**src/rtl/shift595_pkg.sv**
```systemverilog
// Shared types for the 74HC595-style serial receiver.
// Receiver FSM states and default synchroniser depth.
package shift595_pkg;

    typedef enum logic [1:0] {
        IDLE  = 2'd0,
        SHIFT = 2'd1,
        OVER  = 2'd2
    } rx_state_t;

    localparam int SYNC_STAGES_DEF = 2;

    function automatic int cnt_width(input int width);
        return $clog2(width + 2);
    endfunction

endpackage

```
**src/rtl/shift_595_rx_sync_edge_det.sv**
```systemverilog
// Async input synchroniser with rising-edge detect (module sync_edge_det).
// Ports: clk, rst_n, async_in -> level (synced/filtered), rise (1-clk pulse).
// Optional level filter when SHIFT_RX_DEGLITCH_EN is defined.
module sync_edge_det #(
    parameter int SYNC_STAGES = 2
`ifdef SHIFT_RX_DEGLITCH_EN
    ,
    parameter int DEGLITCH_LEN = 4
`endif
) (
    input  logic clk,
    input  logic rst_n,
    input  logic async_in,
    output logic level,
    output logic rise
);

    logic [SYNC_STAGES-1:0] sync_q;
    logic [SYNC_STAGES-1:0] sync_d;
    logic                   prev_q;
    logic                   prev_d;
    logic                   synced;

    assign synced = sync_q[SYNC_STAGES-1];

    always_comb begin
        sync_d = {sync_q[SYNC_STAGES-2:0], async_in};
    end

`ifdef SHIFT_RX_DEGLITCH_EN
    localparam int DGW = $clog2(DEGLITCH_LEN + 1);

    logic           filt_q;
    logic           filt_d;
    logic [DGW-1:0] dg_cnt_q;
    logic [DGW-1:0] dg_cnt_d;

    // Filtered level flips only after the synced level has disagreed
    // with it for DEGLITCH_LEN consecutive cycles.
    always_comb begin
        filt_d   = filt_q;
        dg_cnt_d = '0;
        if (synced != filt_q) begin
            if (dg_cnt_q == DGW'(DEGLITCH_LEN - 1)) begin
                filt_d = synced;
            end else begin
                dg_cnt_d = dg_cnt_q + 1'b1;
            end
        end
    end

    always_ff @(posedge clk or negedge rst_n) begin
        if (!rst_n) begin
            filt_q   <= 1'b0;
            dg_cnt_q <= '0;
        end else begin
            filt_q   <= filt_d;
            dg_cnt_q <= dg_cnt_d;
        end
    end

    assign level = filt_q;
`else
    assign level = synced;
`endif

    always_comb begin
        prev_d = level;
    end

    assign rise = level & ~prev_q;

    always_ff @(posedge clk or negedge rst_n) begin
        if (!rst_n) begin
            sync_q <= '0;
            prev_q <= 1'b0;
        end else begin
            sync_q <= sync_d;
            prev_q <= prev_d;
        end
    end

endmodule

```
**src/rtl/shift_595_rx.sv**
```systemverilog
// Receive end of a 3-wire 595 link: MSB-first shift on SCLK rise, latch on RCLK rise.
// Ports: clk, rst_n, SCLK, DIO, RCLK -> data_out[WIDTH], data_valid, frame_err, busy.
// Optional input deglitch filter: define SHIFT_RX_DEGLITCH_EN.
module shift_595_rx
    import shift595_pkg::*;
#(
    parameter int WIDTH       = 16,
    parameter int SYNC_STAGES = SYNC_STAGES_DEF
`ifdef SHIFT_RX_DEGLITCH_EN
    ,
    parameter int DEGLITCH_LEN = 4
`endif
) (
    input  logic             clk,
    input  logic             rst_n,
    input  logic             SCLK,
    input  logic             DIO,
    input  logic             RCLK,
    output logic [WIDTH-1:0] data_out,
    output logic             data_valid,
    output logic             frame_err,
    output logic             busy
);

    localparam int CNT_W = cnt_width(WIDTH);

    logic sclk_rise;
    logic rclk_rise;
    logic dio_s;
    logic sclk_level_unused;
    logic rclk_level_unused;
    logic dio_rise_unused;

`ifdef SHIFT_RX_DEGLITCH_EN
    sync_edge_det #(
        .SYNC_STAGES  (SYNC_STAGES),
        .DEGLITCH_LEN (DEGLITCH_LEN)
    ) u_sclk (
        .clk      (clk),
        .rst_n    (rst_n),
        .async_in (SCLK),
        .level    (sclk_level_unused),
        .rise     (sclk_rise)
    );

    sync_edge_det #(
        .SYNC_STAGES  (SYNC_STAGES),
        .DEGLITCH_LEN (DEGLITCH_LEN)
    ) u_dio (
        .clk      (clk),
        .rst_n    (rst_n),
        .async_in (DIO),
        .level    (dio_s),
        .rise     (dio_rise_unused)
    );

    sync_edge_det #(
        .SYNC_STAGES  (SYNC_STAGES),
        .DEGLITCH_LEN (DEGLITCH_LEN)
    ) u_rclk (
        .clk      (clk),
        .rst_n    (rst_n),
        .async_in (RCLK),
        .level    (rclk_level_unused),
        .rise     (rclk_rise)
    );
`else
    sync_edge_det #(
        .SYNC_STAGES (SYNC_STAGES)
    ) u_sclk (
        .clk      (clk),
        .rst_n    (rst_n),
        .async_in (SCLK),
        .level    (sclk_level_unused),
        .rise     (sclk_rise)
    );

    sync_edge_det #(
        .SYNC_STAGES (SYNC_STAGES)
    ) u_dio (
        .clk      (clk),
        .rst_n    (rst_n),
        .async_in (DIO),
        .level    (dio_s),
        .rise     (dio_rise_unused)
    );

    sync_edge_det #(
        .SYNC_STAGES (SYNC_STAGES)
    ) u_rclk (
        .clk      (clk),
        .rst_n    (rst_n),
        .async_in (RCLK),
        .level    (rclk_level_unused),
        .rise     (rclk_rise)
    );
`endif

    rx_state_t        state_q;
    rx_state_t        state_d;
    logic [WIDTH-1:0] shift_reg_q;
    logic [WIDTH-1:0] shift_reg_d;
    logic [CNT_W-1:0] bit_cnt_q;
    logic [CNT_W-1:0] bit_cnt_d;
    logic [WIDTH-1:0] data_out_q;
    logic [WIDTH-1:0] data_out_d;
    logic             data_valid_q;
    logic             data_valid_d;
    logic             frame_err_q;
    logic             frame_err_d;

    // Datapath: a simultaneous latch sees the pre-shift register, like
    // the 595 storage register lagging the shift register by one edge.
    always_comb begin
        shift_reg_d  = shift_reg_q;
        bit_cnt_d    = bit_cnt_q;
        data_out_d   = data_out_q;
        data_valid_d = 1'b0;
        frame_err_d  = frame_err_q;

        if (sclk_rise) begin
            shift_reg_d = {shift_reg_q[WIDTH-2:0], dio_s};
            if (bit_cnt_q != CNT_W'(WIDTH + 1)) begin
                bit_cnt_d = bit_cnt_q + 1'b1;
            end
        end

        if (rclk_rise) begin
            data_out_d   = shift_reg_q;
            data_valid_d = 1'b1;
            frame_err_d  = (bit_cnt_q != CNT_W'(WIDTH));
            bit_cnt_d    = sclk_rise ? CNT_W'(1) : '0;
        end
    end

    always_comb begin
        state_d = state_q;
        unique case (state_q)
            IDLE: begin
                if (sclk_rise) begin
                    state_d = SHIFT;
                end
            end
            SHIFT: begin
                if (rclk_rise) begin
                    state_d = sclk_rise ? SHIFT : IDLE;
                end else if (sclk_rise && bit_cnt_q == CNT_W'(WIDTH)) begin
                    state_d = OVER;
                end
            end
            OVER: begin
                if (rclk_rise) begin
                    state_d = sclk_rise ? SHIFT : IDLE;
                end
            end
            default: begin
                state_d = IDLE;
            end
        endcase
    end

    always_ff @(posedge clk or negedge rst_n) begin
        if (!rst_n) begin
            state_q      <= IDLE;
            shift_reg_q  <= '0;
            bit_cnt_q    <= '0;
            data_out_q   <= '0;
            data_valid_q <= 1'b0;
            frame_err_q  <= 1'b0;
        end else begin
            state_q      <= state_d;
            shift_reg_q  <= shift_reg_d;
            bit_cnt_q    <= bit_cnt_d;
            data_out_q   <= data_out_d;
            data_valid_q <= data_valid_d;
            frame_err_q  <= frame_err_d;
        end
    end

    assign data_out   = data_out_q;
    assign data_valid = data_valid_q;
    assign frame_err  = frame_err_q;
    assign busy       = (state_q != IDLE);

endmodule
```
**config.mk**
```make
export PLATFORM = sky130hd
export DESIGN_NAME = shift_595_rx
export DESIGN_NICKNAME = d
export VERILOG_FILES = /design/src/rtl/shift595_pkg.sv /design/src/rtl/shift_595_rx_sync_edge_det.sv /design/src/rtl/shift_595_rx.sv
export SDC_FILE = /design/constraint.sdc
export NUM_CORES = 1
export LEC_CHECK = 0
export BUFFER_PORTS_ARGS = -buffer_cell sky130_fd_sc_hd__buf_4
export CAP_MARGIN = 20
export CORE_AREA = 4 4 62 64
export CTS_CLUSTER_SIZE = 30
export DETAILED_ROUTE_END_ITERATION = 10
export DIE_AREA = 0 0 66 68
export GPL_TIMING_DRIVEN = 1
export PLACE_DENSITY_LB_ADDON = 0.25
export SLEW_MARGIN = 25
export SYNTH_ARGS = -nofsm -noshare
export SYNTH_HDL_FRONTEND = slang
export SYNTH_SLANG_ARGS = --single-unit
```
**constraint.sdc**
```tcl
create_clock -name clk -period 2.5 [get_ports clk]
set_input_delay 0.125 -clock clk [delete_from_list [all_inputs] [get_ports clk]]
set_output_delay 0.125 -clock clk [all_outputs]
set_load 0.02 [all_outputs]
```
# Yosys cells after proc, flatten, opt, wreduce, memory -nomap -nowiden
# Index checks and enable logic that the tools add are counted.
[totals]
regBits = 49
elab_cells = 42
mem_count = 0
mem_bits_ro = 0
output_inout_bits = 19
ramBits = 0
latchBits = 0
[op_classes]
addsub = 1
n_bitwise = 4
n_shift = 0
n_eq_ne = 8
n_mul = 0
reduce_logical = 7
div_mod_pow = 0
magnitude_cmp = 0
muxes = 11
[ops]
columns = ["operator", "n"]
rows = [
  ["5-bit 2-to-1 mux", 3],
  ["5-bit != test (second input constant)", 2],
  ["2-bit 2-to-1 mux", 4],
  ["2-bit case mux with 3 select lines", 1],
  ["2-bit nonzero test", 3],
  ["5-bit by 1-bit adder with 5-bit output (second input constant)", 1],
  ["5-bit equality test (second input constant)", 1],
  ["2-bit != test (second input constant)", 2],
  ["1-bit 2-to-1 mux", 3],
  ["3-bit != test (second input constant)", 1],
  ["3-bit AND reduction", 1],
  ["1-bit AND", 2],
  ["2-bit by 1-bit equality test with 1-bit output (second input constant)", 1],
  ["2-bit equality test (second input constant)", 1],
  ["2-bit logical NOT", 1],
  ["1-bit inverter", 2],
  ["2-bit AND reduction", 1],
  ["1-bit logical AND", 1],
]

# Longest topological paths before layout
[logic_depth]
depth_word = 6
depth_mapped = 6
mapped_depth_nobuf = 5

# Hierarchy
# Synthesis repeated with hierarchy kept, for this count alone.
[hier_totals]
cells_unflattened = 129
hier_area_um2 = 1935.6
[by_module_without_submodules]
columns = ["module", "cells_each", "seq_area_each_um2", "instances", "area_each_um2"]
rows = [
  ["shift_595_rx", 117, 1026.0, 1, 1669.1],
  ["sync_edge_det", 4, 75.1, 3, 88.8],
]

# Worst setup path after synthesis
# OpenSTA, ideal clock, no wires.
[synth_timing]
path_kind = "reg-to-reg"
from = "reg bit_cnt_q[0]"
to = "reg bit_cnt_q[2]"
setup_ns = 0.073
path_slack_ns = 1.263
arrival_ns = 1.164
n_path_buf = 0
period_less_slack_ns = 1.237
stages_incl_launch_ff = 5
path_cell_list = "dfrtp_1 -> ha_1 -> nand3b_1 -> or3b_1 -> a21oi_2"
[synth_via]
elab_chain_cells = 4
[synth_lines]
columns = ["item", "line", "rtl"]
rows = [
  ["from (decl)", "shift_595_rx.sv:103", "logic [CNT_W-1:0] bit_cnt_q;"],
  ["from (signal assigned)", "shift_595_rx.sv:173", "bit_cnt_q <= bit_cnt_d;"],
  ["5-bit by 1-bit adder with 5-bit output", "shift_595_rx.sv:124", "bit_cnt_d = bit_cnt_q + 1'b1;"],
  ["5-bit 2-to-1 mux", "shift_595_rx.sv:123", "if (bit_cnt_q != CNT_W'(WIDTH + 1)) begin"],
  ["5-bit 2-to-1 mux", "shift_595_rx.sv:121", "if (sclk_rise) begin"],
  ["5-bit 2-to-1 mux", "shift_595_rx.sv:128", "if (rclk_rise) begin"],
]
# Parallel ways exist; a longest one is shown, timed or not. The select of a mux whose other input is x is not followed.
# A chain may end at the register's enable or synchronous reset.

# Worst setup path after layout
[layout_timing]
from = "reg u_sclk.prev_q"
to = "reg bit_cnt_q[0]"
[layout_via]
elab_chain_cells = 4
[layout_lines]
columns = ["item", "line", "rtl"]
rows = [
  ["from (decl)", "shift_595_rx_sync_edge_det.sv:20", "logic prev_q;"],
  ["from (signal assigned)", "shift_595_rx_sync_edge_det.sv:79", "prev_q <= prev_d;"],
  ["1-bit inverter *", "shift_595_rx_sync_edge_det.sv:71", "assign rise = level & ~prev_q;"],
  ["1-bit AND *", "shift_595_rx_sync_edge_det.sv:71", ""],
  ["1-bit 2-to-1 mux / 2-bit nonzero test (equally long branches)", "--", ""],
  ["5-bit 2-to-1 mux / 2-bit AND reduction (equally long branches)", "--", ""],
]
# Every way passes the cells marked *; elsewhere a longest branch is shown, timed or not.

==> run metrics <==
count of state elements after synthesis=49; arrival time of the worst setup path=1860 ps; number of vias in the routed layout=1337; count of port buffers added during placement=23; overall routed net length=3490 µm; Place WS=942 ps; number of standard cells after synthesis=195; syn nets=203; post-CTS setup buffer count=0; htree depth=2; hold violation total from the final report=0; cells along the critical path=and2b_1 > o21ai_1 > o211ai_1; Critical Path Sink Type=flop; final setup vio count=0; post-detailed-route wirelength per cell=13.0 µm; antenna-violating nets left=0; initial standard-cell utilization of the core=58.4%; met2 Resource Use GR=28.2%; biggest area contributors in the synthesized netlist=sky130_fd_sc_hd__dfrtp_1 64%, sky130_fd_sc_hd__nand2_1 20%, sky130_fd_sc_hd__buf_2 2.1%; HPWL after DPL=2300 µm; number of antenna cells inserted=0; Synth Area per Inst=9.84 µm²; Hold-fix buffers, CTS=4; outcome=finished, final reports clean; Placeable Area=0.00328 mm²; Netlist cell types=25; share of the clock period used by the worst path=62.9%; fraction of layout cells with a size suffix above 1=16.2%; buffers from clock root to sink, at most=2; synth warn=0; Critical Setup Path Class=flop to flop; RSZ-0062 raised after global routing=false; highest-utilization routing layer at the global route stage=met2; P per Cell Area=792 mW/mm²; fmax=0.635 GHz; largest net degree at the start of global routing=50; most used flip-flop cell after synthesis=sky130_fd_sc_hd__dfrtp_1; post-route setup TNS=0 ps; first drt pass iteration count=4; cell with the largest stage delay on the worst path=sky130_fd_sc_hd__and2b_1; # nets final=229; CP bufs+invs=0; area leader, netlist=sky130_fd_sc_hd__dfrtp_1; skew final=23.3 ps; most frequent cells after synthesis=101 x sky130_fd_sc_hd__nand2_1, 49 x sky130_fd_sc_hd__dfrtp_1, 8 x sky130_fd_sc_hd__buf_2; die area=0.00449 mm²; Max rail drop VDD=0.483 mV; post-DR vias/cell=4.99; TritonCTS clock tree=yes; width of the die=66 µm; internal reg-to-reg setup slack=930 ps; met3 Track Usage GR=3.94%; Clk Tree Root Cell=sky130_fd_sc_hd__clkbuf_4; post-layout minimum cycle time=1570 ps; register area share after synthesis=63.9%; leakage power=0.00121 µW; area overhead of the layout relative to synthesis=16.4%; via count of the first global-routing pass=1338; overall fraction of global-route tracks in use=17.4%; proportion of register bits with asynchronous set or reset after synthesis=100%; DRC violation count after routing=0; max-slew headroom at the worst pin=54.8%; cell family contributing the most delay on the critical path=simple AND/OR/NAND/NOR gates; antenna violations before repair=0; number of buffers added by the clock tree synthesis step=5; number of cell rows=21; GP Congestion=0.795; total overflow reported by the global router=0; IO Count=24; synthesized area=0.00192 mm²; post-CTS sizing=0; worst-skew pair later-pin latency=370 ps; met1 demand-to-capacity share in global routing=21.9%; Setup crit start kind=flop; path class of the lowest-slack min-delay path=input port to asynchronous set/reset pin; area share of the leading cell type in the synthesized netlist=63.9%; max_cap viols=0; global-route wire length before repair=5870 µm; worst-path fanout max=21; Vert. Die Dim=68 µm; DRT iter0 DRCs=106; Post-synth EDFFs=0; Worst-path clk slew=160 ps; worst endpoint required time=2780 ps; total clock sinks=49; most frequent cell after synthesis=sky130_fd_sc_hd__nand2_1; transition time at the pin with the least slew margin=679 ps; Final WS setup=926 ps; max-slew violations=0; Crit path largest cell delay=640 ps
[where the power goes]
group          leakage (µW)  switching (µW)  internal [µW]
Combinational      0.000528             186            128
Sequential         0.000641            80.4            904
Clock             0.0000414             258            212
[path summary, 6_finish.rpt]
path | from | endpoint | cells after the start
worst min-delay path | rst_n | u_dio.sync_q[1] | 2
min in group clk | u_rclk.sync_q[0] | u_rclk.sync_q[1] | 0
max in group asynchronous | rst_n | u_sclk.sync_q[0] | 2
worst max register to register | u_sclk.prev_q | bit_cnt_q[0] | 3
worst min register to register | u_rclk.sync_q[0] | u_rclk.sync_q[1] | 0
worst max-delay path | u_sclk.prev_q | bit_cnt_q[0] | 3
[cells in the final DEF, fill, tap and decap left out, drive strengths merged, types with 2 or more instances in the layout]
cell and instances:
a21oi 4, nand2 101, nand2b 3, nand3b 2, or3 2, o21ai 6, dfrtp 49, inv 3
clkbuf 5, and4bb 2, o211ai 3, buf 24, ha 3, dlygate4sd3 4
[flip-flops by register name, summed over array words and instances (netlist names)]
register and flops:
bit_cnt_q 5, data_out 16, data_valid 1, frame_err 1
shift_reg_q 16, state_q 2, u_dio.sync_q 2, u_rclk.prev_q 1
u_rclk.sync_q 2, u_sclk.prev_q 1, u_sclk.sync_q 2
[metrics by stage]
step / power [µW] / utilization (%) / hold WS, ps / instances / cell area (µm²)
floorplan: 1170 / - / -171 / 195 / 1920
global placement: 1300 / 64.2 / 162 / 256 / 2110
detailed placement: 1310 / 64.2 / 171 / 256 / 2110
CTS: 1780 / 68.0 / 292 / 268 / 2230
global route: 1850 / 68.0 / 335 / 268 / 2230
finish: 1770 / 68.0 / 281 / 268 / 2230
[area by class of cell]
class / instances / area (µm²)
Clock inverter: 3 / 46.3
Clock buffer: 5 / 37.5
Sequential cell: 49 / 1230
Timing Repair Buffer: 28 / 220
Inverter: 3 / 11.3
Tap cell: 46 / 57.6
Multi-Input combinational cell: 134 / 633
Fill cell: 266 / 1050
[worst register-to-register path, stage by stage (launching register included)]
cell,delay (ps)
sky130_fd_sc_hd__dfrtp_1,410
sky130_fd_sc_hd__and2b_1,640
sky130_fd_sc_hd__o21ai_1,240
sky130_fd_sc_hd__o211ai_1,230
[routing by layer]
metal / wire length (µm) / vias up
met3: 143 / 10
met1: 1570 / 635
met2: 1690 / 28
met5: 0 / -
met4: 87 / 0
li1: - / 664
[cell families after synthesis]
group           Yosys count  share of synthesized area (%)
simple gates            117                           26.7
flops                    49                           63.9
compound gates           14                           4.37
buf+inv                  12                           3.07
fa+ha+maj                 3                           1.96
No activity file was read; power rests on OpenSTA's default activity.
